**src/rtl/rtc_read_sequencer.sv**
```systemverilog
// ---------------------------------------------------------------------------
// rtc_read_sequencer
//
// Transaction sequencer for the bus-multiplexed RTC protocol stage. It sweeps
// the six RTC time registers (seconds .. year) in read mode and captures each
// returned byte into a BCD shadow set. After the year register it publishes
// the whole shadow set at once, so the VGA path always sees a coherent time.
// A single user write request can be latched at any time. It is inserted
// before the next read window, and the interrupted sweep resumes afterwards.
//
// Ports
//   clk_i                 system clock (100 MHz)
//   reset_i               asynchronous, active-high reset
//   rd_data_i   [7:0]     byte captured by the protocol stage
//   refresh_en_i          level, allows new read windows to start
//   wr_req_i              one-cycle write request
//   wr_addr_i   [7:0]     write target address, sampled with wr_req_i
//   wr_data_i   [7:0]     write value (BCD), sampled with wr_req_i
//   address_o   [7:0]     RTC register address of the current transaction
//   data_write_o[7:0]     write byte of the current transaction
//   indicador_maquina_o   1 = read transaction, 0 = write transaction
//   busy_o                high while a transaction window is open
//   wr_ack_o              one-cycle pulse when a write transaction completes
//   update_o              one-cycle pulse when a new snapshot is published
//   bcd_err_o             one-cycle pulse when a captured byte is not BCD
//   seg_o .. anio_o [7:0] published BCD time fields
// ---------------------------------------------------------------------------
module rtc_read_sequencer #(
    parameter int unsigned TXN_CYCLES = 230,
    parameter logic [7:0]  BASE_ADDR  = 8'h21
) (
    input  logic       clk_i,
    input  logic       reset_i,
    input  logic [7:0] rd_data_i,
    input  logic       refresh_en_i,
    input  logic       wr_req_i,
    input  logic [7:0] wr_addr_i,
    input  logic [7:0] wr_data_i,
    output logic [7:0] address_o,
    output logic [7:0] data_write_o,
    output logic       indicador_maquina_o,
    output logic       busy_o,
    output logic       wr_ack_o,
    output logic       update_o,
    output logic       bcd_err_o,
    output logic [7:0] seg_o,
    output logic [7:0] min_o,
    output logic [7:0] hora_o,
    output logic [7:0] dia_o,
    output logic [7:0] mes_o,
    output logic [7:0] anio_o
);

    typedef enum logic [2:0] {
        S_IDLE,
        S_READ,
        S_CAPTURE,
        S_WRITE,
        S_WDONE
    } state_t;

    localparam logic [7:0] CNT_LAST = 8'(TXN_CYCLES - 1);
    localparam logic [2:0] IDX_LAST = 3'd5;

    state_t          state_q, state_d;
    logic [7:0]      cnt_q, cnt_d;
    logic [2:0]      idx_q, idx_d;
    logic            wr_pend_q, wr_pend_d;
    logic [7:0]      wa_q, wa_d;
    logic [7:0]      wd_q, wd_d;
    logic [5:0][7:0] sh_q, sh_d;     // shadow fields, [0] = seconds
    logic [5:0][7:0] pub_q, pub_d;   // published snapshot

    logic [7:0]      address_q, address_d;
    logic [7:0]      data_write_q, data_write_d;
    logic            ind_q, ind_d;
    logic            busy_q, busy_d;
    logic            wr_ack_q, wr_ack_d;
    logic            update_q, update_d;
    logic            bcd_err_q, bcd_err_d;

    logic            rd_is_bcd;
    logic [7:0]      wa_off;
    logic            wa_hit;

    assign rd_is_bcd = (rd_data_i[7:4] <= 4'd9) && (rd_data_i[3:0] <= 4'd9);

    // Offset form avoids wrap-around when BASE_ADDR+5 would overflow 8 bits.
    assign wa_off = wa_q - BASE_ADDR;
    assign wa_hit = (wa_q >= BASE_ADDR) && (wa_off < 8'd6);

    always_comb begin
        state_d      = state_q;
        cnt_d        = cnt_q;
        idx_d        = idx_q;
        wr_pend_d    = wr_pend_q;
        wa_d         = wa_q;
        wd_d         = wd_q;
        sh_d         = sh_q;
        pub_d        = pub_q;
        address_d    = address_q;
        data_write_d = data_write_q;
        ind_d        = ind_q;
        busy_d       = 1'b0;
        wr_ack_d     = 1'b0;
        update_d     = 1'b0;
        bcd_err_d    = 1'b0;

        // Only one write can be pending; extra requests are dropped silently.
        if (wr_req_i && !wr_pend_q) begin
            wr_pend_d = 1'b1;
            wa_d      = wr_addr_i;
            wd_d      = wr_data_i;
        end

        case (state_q)
            S_IDLE: begin
                if (wr_pend_q) begin
                    state_d      = S_WRITE;
                    cnt_d        = 8'd0;
                    address_d    = wa_q;
                    data_write_d = wd_q;
                    ind_d        = 1'b0;
                    busy_d       = 1'b1;
                end else if (refresh_en_i) begin
                    state_d   = S_READ;
                    cnt_d     = 8'd0;
                    address_d = BASE_ADDR + {5'd0, idx_q};
                    ind_d     = 1'b1;
                    busy_d    = 1'b1;
                end
            end

            S_READ: begin
                if (cnt_q == CNT_LAST) begin
                    state_d = S_CAPTURE;
                    cnt_d   = 8'd0;
                end else begin
                    cnt_d  = cnt_q + 8'd1;
                    busy_d = 1'b1;
                end
            end

            S_CAPTURE: begin
                if (rd_is_bcd) begin
                    sh_d[idx_q] = rd_data_i;
                end else begin
                    bcd_err_d = 1'b1;
                end
                if (idx_q == IDX_LAST) begin
                    idx_d    = 3'd0;
                    pub_d    = sh_d;   // includes the byte accepted this cycle
                    update_d = 1'b1;
                end else begin
                    idx_d = idx_q + 3'd1;
                end
                state_d = S_IDLE;
            end

            S_WRITE: begin
                if (cnt_q == CNT_LAST) begin
                    state_d = S_WDONE;
                    cnt_d   = 8'd0;
                end else begin
                    cnt_d  = cnt_q + 8'd1;
                    busy_d = 1'b1;
                end
            end

            S_WDONE: begin
                wr_ack_d = 1'b1;
                // A request arriving now replaces the one being retired.
                if (wr_req_i) begin
                    wr_pend_d = 1'b1;
                    wa_d      = wr_addr_i;
                    wd_d      = wr_data_i;
                end else begin
                    wr_pend_d = 1'b0;
                end
                // Keep the shadow consistent with what was just written to
                // the RTC; published fields change only at the next update.
                if (wa_hit) begin
                    sh_d[wa_off[2:0]] = wd_q;
                end
                state_d = S_IDLE;
            end

            default: begin
                state_d = S_IDLE;
            end
        endcase
    end

    always_ff @(posedge clk_i or posedge reset_i) begin
        if (reset_i) begin
            state_q      <= S_IDLE;
            cnt_q        <= 8'd0;
            idx_q        <= 3'd0;
            wr_pend_q    <= 1'b0;
            wa_q         <= 8'd0;
            wd_q         <= 8'd0;
            sh_q         <= '0;
            pub_q        <= '0;
            address_q    <= 8'h00;
            data_write_q <= 8'h00;
            ind_q        <= 1'b1;
            busy_q       <= 1'b0;
            wr_ack_q     <= 1'b0;
            update_q     <= 1'b0;
            bcd_err_q    <= 1'b0;
        end else begin
            state_q      <= state_d;
            cnt_q        <= cnt_d;
            idx_q        <= idx_d;
            wr_pend_q    <= wr_pend_d;
            wa_q         <= wa_d;
            wd_q         <= wd_d;
            sh_q         <= sh_d;
            pub_q        <= pub_d;
            address_q    <= address_d;
            data_write_q <= data_write_d;
            ind_q        <= ind_d;
            busy_q       <= busy_d;
            wr_ack_q     <= wr_ack_d;
            update_q     <= update_d;
            bcd_err_q    <= bcd_err_d;
        end
    end

    assign address_o           = address_q;
    assign data_write_o        = data_write_q;
    assign indicador_maquina_o = ind_q;
    assign busy_o              = busy_q;
    assign wr_ack_o            = wr_ack_q;
    assign update_o            = update_q;
    assign bcd_err_o           = bcd_err_q;
    assign seg_o               = pub_q[0];
    assign min_o               = pub_q[1];
    assign hora_o              = pub_q[2];
    assign dia_o               = pub_q[3];
    assign mes_o               = pub_q[4];
    assign anio_o              = pub_q[5];

endmodule

```
**config.mk**
```make
export PLATFORM = sky130hd
export DESIGN_NAME = rtc_read_sequencer
export DESIGN_NICKNAME = d
export VERILOG_FILES = /design/src/rtl/rtc_read_sequencer.sv
export SDC_FILE = /design/constraint.sdc
export NUM_CORES = 1
export LEC_CHECK = 0
export BUFFER_PORTS_ARGS = -buffer_cell sky130_fd_sc_hd__buf_2
export CORE_ASPECT_RATIO = 1.75
export CORE_MARGIN = 4
export CORE_UTILIZATION = 50
export DETAILED_ROUTE_END_ITERATION = 7
export GPL_ROUTABILITY_DRIVEN = 0
export PLACE_DENSITY_LB_ADDON = 0.1
export SETUP_SLACK_MARGIN = 0.4
export SYNTH_ARGS = -nofsm -noshare
export SYNTH_HDL_FRONTEND = slang
export SYNTH_SLANG_ARGS = --single-unit
```
**constraint.sdc**
```tcl
create_clock -name clk_i -period 4.5 [get_ports clk_i]
set_input_delay 0 -clock clk_i [delete_from_list [all_inputs] [get_ports clk_i]]
set_output_delay 0 -clock clk_i [all_outputs]
set_load 0.05 [all_outputs]
```
== After elaboration in Yosys (flattened, before gate mapping) ==
Index checks and enable logic that the tools add are counted.
Storage, ports and cells
  flip-flop bits (word level): 148
  input bits: 28
  output and inout port bits: 69
  word-level logic and storage cells: 106
Operators by class
  $add $sub $neg: 4
  $lt $le $gt $ge: 8
  equality and inequality tests: 10
  muxes and demuxes: 41
  reductions and logical operators: 18
Operator list (count)
  8-bit 2-to-1 mux: 13
  48-bit bitwise mux: 2
  48-bit 2-to-1 mux: 2
  48-bit one-hot mux with 2 select lines: 1
  8-bit demux with 3-bit select: 2
  8-bit one-hot mux with 2 select lines: 1
  3-bit 2-to-1 mux: 5
  1-bit 2-to-1 mux: 13
  2-bit AND reduction: 5
  3-bit one-hot mux with 3 select lines: 1
  8-bit by 1-bit adder with 8-bit output, second input constant: 1
  8-bit == test, second input constant: 1
  8-bit by 6-bit greater-or-equal comparator with 1-bit output, second input constant: 1
  4-bit <= comparator, second input constant: 2
  3-bit by 4-bit < comparator with 1-bit output, second input constant: 2
  8-bit by 3-bit < comparator with 1-bit output, second input constant: 1
  2-bit nonzero test: 4
  8-bit by 6-bit subtractor with 8-bit output, second input constant: 1
  6-bit by 3-bit adder with 7-bit output, first input constant: 1
  3-bit by 2-bit == test with 1-bit output, second input constant: 2
  3-bit == test, second input constant: 2
  3-bit by 1-bit greater-or-equal comparator with 1-bit output, second input constant: 2
  2-bit inequality test, second input constant: 3
  1-bit logical AND: 5
  8 further kinds: 8

== Longest topological paths before layout ==
  word-level depth: 8
  depth in mapped cells: 9
  depth with buffers taken out: 7

== Worst setup path after synthesis ==
OpenSTA, ideal clock, no wires.
  path type: reg2reg
  from: reg wa_q[0]
  to: reg sh_q[25] (netlist name)
  arrival time: 2.294 ns
  data required time: 4.379 ns
  setup slack: 2.085 ns
  cell stages (with the launch flop): 8
  path buffers: 1
  path through: dfrtp_1 inv_1 ha_1 buf_2 or4b_1 a31oi_4 o22ai_4 a22o_1
Between the ends
  word-level cells in the longest chain between the ends: 8
  elaborated cells on any way between the ends: 14
  those cells by class: add/sub: 1; order compare: 4; eq/ne: 1; mux: 5; reduce/logical: 3
RTL lines
  start, declared: line 69  | logic [7:0] wa_q, wa_d;
  start signal, assigned: line 216  | wa_q <= wa_d;
  8-bit by 6-bit subtractor with 8-bit output: line 89  | assign wa_off = wa_q - BASE_ADDR;
  3-bit by 4-bit < comparator with 1-bit output (implied by the code) or 3-bit by 1-bit greater-or-equal comparator with 1-bit output (tied branches): line 183  | sh_d[wa_off[2:0]] = wd_q;
  1-bit logical AND (implied by the code): line 183
  8-bit 2-to-1 mux (implied by the code): line 183
  8-bit demux with 3-bit select: line 183
  48-bit bitwise mux: line 183
  48-bit 2-to-1 mux: line 182  | if (wa_hit) begin
  48-bit one-hot mux with 2 select lines: line 116  | case (state_q)
  end signal, assigned: line 202  | sh_q <= '0;
  end signal, assigned: line 218  | sh_q <= sh_d;
  end, declared: line 71  | logic [5:0][7:0] sh_q, sh_d;
Parallel ways exist; a longest one is shown, timed or not. The select of a mux whose other input is x is not followed.
A chain may end at the register's enable or synchronous reset.

== Final worst setup path ==
  from: reg wa_q[0]
  to: reg sh_q[6] (netlist name)
Same word-level chain as after synthesis.

==> impl_metrics.ini <==
[placement]
portBuffers = 96
place_area_sq_mm = 0.00752
dp_hpwl_um = 12100

[floorplanning]
die_y_um = 165
io_pins = 97
start_util_pct = 50.9
dieWidth_um = 97.7
coreArea_sq_mm = 0.0138
die_area_sq_mm = 0.0161
rows = 57

[timing]
rsz0062_at_grt = no
setup_viol = 0
slew_headroom_pct = 27.9
finalMaxSlewViolations = 0
fin_skew_ns = 0.00728
setup_tns_ns = 0
worst_slew_pin_slew_ns = 1.07
fin_crit_sh_pct = 66.2
hold_viol_final = 0
timing.hold.ws_ns = 0.0317
fmax_ghz = 0.336
min_period_ns = 2.98

[setup_path]
crit_fanout = 40
r2r_cells = 7
crit_path_start_kind = register
cpPeakStageDelay_ns = 0.80
worst-path-buf-inv = 1
crit_path_start = wa_q[0]
crit_family = simple AND/OR/NAND/NOR gates
crit-reg2reg-launch = wa_q[0]
reg2reg_slack_ns = 1.52
crit_type = register to register
cp_slowest_cell = nor2_4
crit_chain = inv_1 > ha_1 > and3b_1 > o21ai_0 > a31oi_4 > nor2_4 > o2bb2ai_1
rr_endpoint = sh_q[6]
required_ns = 4.76
crit_arrival_ns = 3.24
crit_path_end_kind = register

[min_path]
min-delay-start = rd_data_i[4]
hold_depth = 3
min_path_type = primary input to register
holdPathEnd = dia_o[4]

[clock_network]
postCtsSetupRepairBufs = 0
postCtsHoldBufs = 19
cts_made_buffers = 17
clkLatencyLatePin_ns = 0.42
cts.sinks = 148
clockRootBuffer = clkbuf_16
htree_num_levels = 4
path_clk_slew_ns = 0.06
cts_tree = done
cts_resized = 0
clockBufferDepth = 2

[layout]
drive_gt1_share_pct = 23.3
fillers = 1204
syn_to_final_growth_pct = 18.2
largest_reg_flops = 48
multiInputGateArea_sq_mm = 0.00303
final_common_cell = dfrtp_1
num_antenna_cells = 0
finish.instance_area_sq_mm = 0.00833
mostFrequentLayoutCells = dfrtp_1, buf_2, nand2_1, o21ai_0, mux2i_1
final_nets = 763
regMostFlops = sh_q
fin_util_pct = 60.2
register_area_sq_mm = 0.00370

[pwr]
power.switching_mw = 0.699
swShare_pct = 23.0
ir_drop_mv = 0.252
p_per_area_mw_per_mm2 = 365
p_int_mw = 2.34
power.total_mw = 3.04
clkPwrFrac_pct = 49.4
p_comb_share_pct = 4.8
p_seq_share_pct = 45.8
p_leak_nw = 4.01

[synthesis]
synth.distinct_cells = 58
syn-cell-area_sq_mm = 0.00705
yosys.area.top_type_share_pct = 52.2
synth.ff_latch_count = 148
synth_flop_cell = dfrtp_1
synth_edf_count = 0
async_flop_share_pct = 100
syn_avg_cell_area_sq_um = 10.9
yosys.area.top_type = dfrtp_1
synth.net_count = 677
synthTopCellsByArea = dfrtp_1, mux2i_1, o2bb2ai_1
syn_inst = 644
yosysWarnings = 0
ys_seq_area_share_pct = 52.6

[drt]
ant_nets = 0
wl_per_cell_um = 19.2
drc = 0
vias = 5383
drt-pass1-iter-count = 5
viasPerCell = 5.86
drt_iter0_markers = 318
routed_wirelength_um = 17600

[global_route]
grt_max_degree = 98
grt_pass1_vias = 5421
overflow = 0
grt_pass1_wl_um = 29200
antenna_found_initial = 0
grt_usage_pct = 23.0

[flow_run]
cap_violations = 0

[run_status]
status = completed
metrics by stage:
step / setup slack, ns / cells
5_1_grt: 1.32 / 919
4_1_cts: 1.54 / 919
3_3_place_gp: 1.71 / 869
2_1_floorplan: 0.522 / 644
6_report: 1.52 / 919
3_5_place_dp: 1.57 / 869
worst register-to-register path, stage by stage, from the launching register on:
cell and delay [ns]:
dfrtp_1 0.46, inv_1 0.18, ha_1 0.47, and3b_1 0.25, o21ai_0 0.28, a31oi_4 0.24
nor2_4 0.80, o2bb2ai_1 0.15
area by class of cell:
cell class	count	area share [%]
Inverter	8	0.571
Multi-Input combinational cell	435	36.3
Timing Repair Buffer	120	8.50
Tap cell	177	2.66
Clock inverter	12	2.15
Sequential cell	148	44.5
Clock buffer	19	5.32
cell families after synthesis:
logic type / count (synthesis) / synth area share (%)
AOI/OAI and AO/OA: 188 / 19.4
xor gates and xnor gates: 9 / 1.12
adders and majority gates: 5 / 0.888
buffers and inverters: 61 / 4.55
DFF: 148 / 52.6
muxes: 72 / 10.6
and+or+nand+nor: 161 / 10.8
per-layer routing:
metal | wire length (um) | vias up | track usage [%] | part of all wire (%)
li1 | - | 2522 | - | -
met1 | 7160 | 2650 | 28.7 | 41
met2 | 9130 | 175 | 40.0 | 52
met3 | 890 | 36 | 3.93 | 5.0
met4 | 470 | 0 | 8.44 | 2.7
met5 | 0 | - | 0 | 0
synthesized netlist by cell type, types with 7 or more instances:
cell type and count:
o21ai_0 64, mux2i_1 50, o2bb2ai_1 40, a221oi_1 16, nor2_1 43, a22o_1 19, buf_2 11, dfrtp_1 147
nand2_1 75, inv_1 7, a21oi_1 15, clkbuf_1 17, buf_1 13, nand4_1 8, mux2_2 22, a2bb2oi_1 16
worst max path at each step:
| stage | endpoint | slack (ns) | cells after the start |
|---|---|---|---|
| 2_1_floorplan | address_o[0] | 0.52 | 1 |
| 3_3_place_gp | sh_q[32] | 1.71 | 7 |
| 3_5_place_dp | sh_q[11] | 1.57 | 7 |
| 4_1_cts | sh_q[6] | 1.54 | 7 |
| 5_1_grt | sh_q[34] | 1.32 | 7 |
| 6_report | sh_q[6] | 1.52 | 7 |
power groups by stage:
stage,Clock (mW),Sequential [mW],Combinational [mW]
floorplan,0,1.38,0.113
global placement,0,1.42,0.131
detailed placement,0,1.42,0.136
CTS,1.53,1.39,0.149
global route,1.58,1.40,0.162
finish,1.50,1.39,0.147
Power figures use the tool's default switching activity.
